$ cat src/rtl/stopwatch_ctrl.sv
// Stopwatch control front-end: button conditioning, run/pause/lap/idle machine,
// counter run/clear drive and lap-snapshot display path.
module stopwatch_ctrl #(
  parameter int DEBOUNCE_CYCLES = 16,
  parameter int DB_W = $clog2(DEBOUNCE_CYCLES + 1)
) (
  input  logic       clk,
  input  logic       rst,
  input  logic       btn_startstop,
  input  logic       btn_lap,
  input  logic       btn_clear,
  input  logic [9:0] cnt_ms,
  input  logic [5:0] cnt_sec,
  input  logic [5:0] cnt_min,
  output logic       run,
  output logic       clr,
  output logic       lap_hold,
  output logic [9:0] disp_ms,
  output logic [5:0] disp_sec,
  output logic [5:0] disp_min,
  output logic [3:0] lap_count,
  output logic [1:0] state
);

  typedef enum logic [1:0] {
    IDLE  = 2'd0,
    RUN   = 2'd1,
    PAUSE = 2'd2,
    LAP   = 2'd3
  } state_t;

  localparam int NBTN    = 3;
  localparam int BTN_SS  = 0;
  localparam int BTN_LAP = 1;
  localparam int BTN_CLR = 2;

  logic [NBTN-1:0] btn_raw;
  logic [NBTN-1:0] press;

  assign btn_raw = {btn_clear, btn_lap, btn_startstop};

  generate
    for (genvar gi = 0; gi < NBTN; gi++) begin : g_btn
      logic            sync1_reg;
      logic            sync2_reg;
      logic            level_reg;
      logic            press_reg;
      logic [DB_W-1:0] cnt_reg;

      // Any cycle where the synchronized input agrees with the accepted level restarts the count.
      always_ff @(posedge clk) begin
        if (!rst) begin
          sync1_reg <= 1'b0;
          sync2_reg <= 1'b0;
          level_reg <= 1'b0;
          press_reg <= 1'b0;
          cnt_reg   <= '0;
        end else begin
          sync1_reg <= btn_raw[gi];
          sync2_reg <= sync1_reg;
          press_reg <= 1'b0;
          if (sync2_reg == level_reg) begin
            cnt_reg <= '0;
          end else if (cnt_reg == DB_W'(DEBOUNCE_CYCLES - 1)) begin
            level_reg <= sync2_reg;
            cnt_reg   <= '0;
            press_reg <= sync2_reg;
          end else begin
            cnt_reg <= cnt_reg + 1'b1;
          end
        end
      end

      assign press[gi] = press_reg;
    end
  endgenerate

  state_t     state_reg, state_next;
  logic [3:0] lap_count_reg, lap_count_next;
  logic       clr_reg, clr_next;
  logic       snap_take;
  logic       track;
  logic [9:0] disp_ms_reg;
  logic [5:0] disp_sec_reg;
  logic [5:0] disp_min_reg;

  // Each branch tests events in clear > startstop > lap order, skipping ones illegal in that state.
  always_comb begin
    state_next     = state_reg;
    lap_count_next = lap_count_reg;
    clr_next       = 1'b0;
    snap_take      = 1'b0;
    case (state_reg)
      IDLE, PAUSE: begin
        if (press[BTN_CLR]) begin
          state_next     = IDLE;
          clr_next       = 1'b1;
          lap_count_next = '0;
        end else if (press[BTN_SS]) begin
          state_next = RUN;
        end
      end
      RUN: begin
        if (press[BTN_SS]) begin
          state_next = PAUSE;
        end else if (press[BTN_LAP]) begin
          state_next     = LAP;
          lap_count_next = lap_count_reg + 4'd1;
          snap_take      = 1'b1;
        end
      end
      LAP: begin
        if (press[BTN_CLR]) begin
          state_next = RUN;
        end else if (press[BTN_SS]) begin
          state_next = PAUSE;
        end else if (press[BTN_LAP]) begin
          lap_count_next = lap_count_reg + 4'd1;
          snap_take      = 1'b1;
        end
      end
      default: state_next = IDLE;
    endcase
  end

  // The display registers double as the lap snapshot: they only stop loading while frozen.
  assign track = snap_take || (state_next != LAP);

  always_ff @(posedge clk) begin
    if (!rst) begin
      state_reg     <= IDLE;
      lap_count_reg <= '0;
      clr_reg       <= 1'b0;
      disp_ms_reg   <= '0;
      disp_sec_reg  <= '0;
      disp_min_reg  <= '0;
    end else begin
      state_reg     <= state_next;
      lap_count_reg <= lap_count_next;
      clr_reg       <= clr_next;
      if (track) begin
        disp_ms_reg  <= cnt_ms;
        disp_sec_reg <= cnt_sec;
        disp_min_reg <= cnt_min;
      end
    end
  end

  assign state     = state_reg;
  assign run       = (state_reg == RUN) || (state_reg == LAP);
  assign lap_hold  = (state_reg == LAP);
  assign clr       = clr_reg;
  assign lap_count = lap_count_reg;
  assign disp_ms   = disp_ms_reg;
  assign disp_sec  = disp_sec_reg;
  assign disp_min  = disp_min_reg;

endmodule

$ cat config.mk
export PLATFORM = sky130hd
export DESIGN_NAME = stopwatch_ctrl
export DESIGN_NICKNAME = d
export VERILOG_FILES = /design/src/rtl/stopwatch_ctrl.sv
export SDC_FILE = /design/constraint.sdc
export NUM_CORES = 1
export LEC_CHECK = 0
export BUFFER_PORTS_ARGS = -buffer_cell sky130_fd_sc_hd__buf_2
export CELL_PAD_IN_SITES_DETAIL_PLACEMENT = 2
export CELL_PAD_IN_SITES_GLOBAL_PLACEMENT = 2
export CORE_UTILIZATION = 31
export CTS_CLUSTER_DIAMETER = 80
export DETAILED_ROUTE_END_ITERATION = 6
export PLACE_DENSITY_LB_ADDON = 0.1
export SYNTH_ARGS = -nofsm -noshare
export SYNTH_HDL_FRONTEND = slang
export SYNTH_SLANG_ARGS = --single-unit
export TNS_END_PERCENT = 5
$ cat constraint.sdc
create_clock -name clk -period 1.96 [get_ports clk]
set_input_delay 0 -clock clk [delete_from_list [all_inputs] [get_ports clk]]
set_output_delay 0 -clock clk [all_outputs]
set_load 0.05 [all_outputs]
==> impl_results.md <==
* Status: finished, final reports clean
* Die X at 85.83 microns
* Num ports at 58
* Maximum fanout along the worst path at 5
* First-pass GRT wire length at 8694 microns
* Clock root buffer master: clkbuf_8
* Worst Hold Depth at 3
* Initial Utilization at 0.3206
* Number of flip-flops under the largest register name at 15
* Initial antenna violation count at 0
* # fillers at 764
* Max layer used: met4
* Largest net degree at the start of global routing at 59
* Vias at 1,803
* Routed Antenna Nets at 0
* TNS Setup at 0 ns
* Core Area at 6794 sq um
* Share of cells above drive strength 1 at 0.2255
* Crit end category: flip-flop
* Area of the multi-input gates at 964.7 sq um
* Power density over the cells at 722.6 nW/um^2
* Met2 wire length at 2684 microns
* Total global-route track usage at 0.1532
* RSZ-0062 raised after global routing: no
* MaxCap Viol Count at 0
* Slew headroom at 0.6231
* Area Overhead vs Synth at 33.03%
* Sequential fraction of the synthesis area at 0.5146
* Post_cts resized at 0
* Yosys synthesis warning count at 0
* Final setup fails at 0
* Avg WL per Cell at 12.91 microns
* GR Overflow Total at 0
* Rows at 30
* Worst hold path type: in -> reg
* H-tree depth at 2
* WS Path Type: reg -> reg
* Mapped Area at 2178 sq um
* Cell count after synthesis at 224
* Worst-path clk slew at 0.12 ns
* Predominant post-synthesis flop cell: dfxtp_1
* Hold path endpoint: clr$_SDFF_PN0_
* DRT Pass-1 Iters at 4
* Worst r2r src: g_btn[1].cnt_reg[0]$_SDFF_PP0_
* Reg2Reg Depth at 5
* Async SR Flop Fraction at 0
* Max VDD drop at 0.2711 mV
* Final Cycle Share at 0.8230
* Crit path DAT at 1.88 ns
* Worst EP required at 2.22 ns
* Max-slew violations at 0
* Min-Delay Startpoint: rst
* Vias per cell at 4.485
* TritonCTS buffer count at 5
* Clock Sinks at 56
* Tmin final at 1.613 ns
* Worst setup SP type: flip-flop
* Synth cell types at 30
* Die area at 7366 sq um
* Synthesized flop and latch total at 56
* Deepest clock path buffer count at 2
* Post-Route WL at 5190 microns
* Post-Route M1 WL at 2241 microns
* Final hold vios at 0
* N_diodes at 0
* Avg Cell Area, Syn at 9.725 sq um
* CTS tree: yes
* Critical R2R Capture: g_btn[1].cnt_reg[3]$_SDFF_PP0_
* Max Fclk at 619.9 MHz
* Dpl cell area at 2552 sq um
* Post-route total power at 2094 uW
* Fin nets at 339
* Post-synthesis net count at 258
* Post-detail-place hpwl at 3398 microns
* Clock Skew at 0.01412 ns
* Lkg Pwr at 0.001227 uW
* R2R setup slack at 0.35 ns
* Iteration-0 DRC Markers at 27
* Die Ht at 85.83 microns
* Fin area at 2898 sq um
* DR DRC count at 0
* Clk_lat worst skew at 0.32 ns
* Global placer's final weighted congestion at 0.6574
* PortBufs at 57
* Vias in the first global route at 1,868
* Number of synthesized flops with an enable pin at 0
* FF/Latch Area at 1121 sq um
* DR WL met3 at 203 microns
* Slew @ Worst Pin at 0.5654 ns
## how the worst max path moves through the flow
stage | startpoint | end | slack (ns)
3_3_place_gp | g_btn[1].cnt_reg[0]$_SDFF_PP0_ | g_btn[1].cnt_reg[2]$_SDFF_PP0_ | 0.40
6_report | g_btn[1].cnt_reg[0]$_SDFF_PP0_ | g_btn[1].cnt_reg[3]$_SDFF_PP0_ | 0.35
5_1_grt | g_btn[1].cnt_reg[0]$_SDFF_PP0_ | g_btn[1].cnt_reg[3]$_SDFF_PP0_ | 0.22
2_1_floorplan | state[0]$_SDFF_PN0_ | disp_min[2]$_SDFFE_PN0P_ | 0.07
3_5_place_dp | g_btn[1].cnt_reg[0]$_SDFF_PP0_ | g_btn[1].cnt_reg[3]$_SDFF_PP0_ | 0.34
4_1_cts | g_btn[1].cnt_reg[0]$_SDFF_PP0_ | g_btn[1].cnt_reg[3]$_SDFF_PP0_ | 0.33
## cells by family (layout without fill, tap and decap cells)
logic type,after synthesis,in the layout,share of synthesized area
multiplexers,27,27,0.1241
flip-flops,56,56,0.5146
adder cells (fa/ha/maj),7,7,0.04020
AO/OA/AOI/OAI,8,8,0.02298
XOR/XNOR,9,9,0.03619
buffers and inverters,19,101,0.04250
AND/OR/NAND/NOR,98,98,0.2194
## layer usage
metal  vias to the layer above  GRT usage
li1                        895          -
met1                       869     0.1752
met2                        35     0.2771
met3                         4    0.03754
met4                         0    0.05455
met5                         -          0
## worst max-delay path, stage by stage, from the launching register on
cell	delay [ns]
dfxtp_1	0.34
ha_1	0.22
and3_1	0.18
ha_1	0.21
or3_1	0.47
nor2_1	0.13
## where the power goes
group	internal [uW]	leakage [uW]	switching, uW
logic	90.0	0.000719	152
clock network	262	0.0000487	405
registers	1170	0.000459	15.8
total	1520	0.00123	573
## final cells by class
cell class	count	area share
timing repair buffer	84	0.1943
multi-input combinational	149	0.3329
inverter	9	0.01166
sequential	56	0.3869
clock buffer	5	0.02375
clock inverter	3	0.009067
tap	96	0.04145
## layout by cell type (no fill, tap or decap), types with 4 or more instances in the layout
| cell | instances |
|---|---|
| mux2i_1 | 27 |
| nor2_1 | 19 |
| nand3_1 | 6 |
| dfxtp_1 | 56 |
| or3_1 | 4 |
| inv_1 | 9 |
| and2_1 | 7 |
| clkbuf_8 | 5 |
| xnor2_1 | 6 |
| buf_2 | 57 |
| dlygate4sd3_1 | 25 |
| ha_1 | 7 |
| nand2_1 | 47 |
## stage by stage
step,setup WS [ns],hold slack (ns),instances,utilization
floorplan,0.07483,0.1273,224,-
global placement,0.3957,0.2071,369,0.3757
detailed placement,0.3449,0.2128,369,0.3757
CTS,0.3295,0.07999,402,0.4265
global route,0.2248,0.09328,402,0.4265
finish,0.3469,0.09818,402,0.4265
## timing repair
action                                 CTS  global route
hold buffers                            25             0
endpoints found under the hold margin   25             0
setup buffers                            0             0
## Yosys cell counts (3+ instances only)
cell type  instances  area (sq um)
nand3_1            6         30.03
and3_1             3         18.77
clkbuf_1           4         15.01
nand2b_1           3         18.77
and2_1             7         43.79
nor2_1            19         71.32
and4b_1            3         30.03
inv_1              9         33.78
or3_1              4         25.02
xnor2_1            6         52.55
a21oi_1            3         15.01
ha_1               7         87.58
mux2i_1           27         270.3
xor2_1             3         26.28
nand2_1           47         176.4
dfxtp_1           56          1121
(Power assumes the default switching activity.)
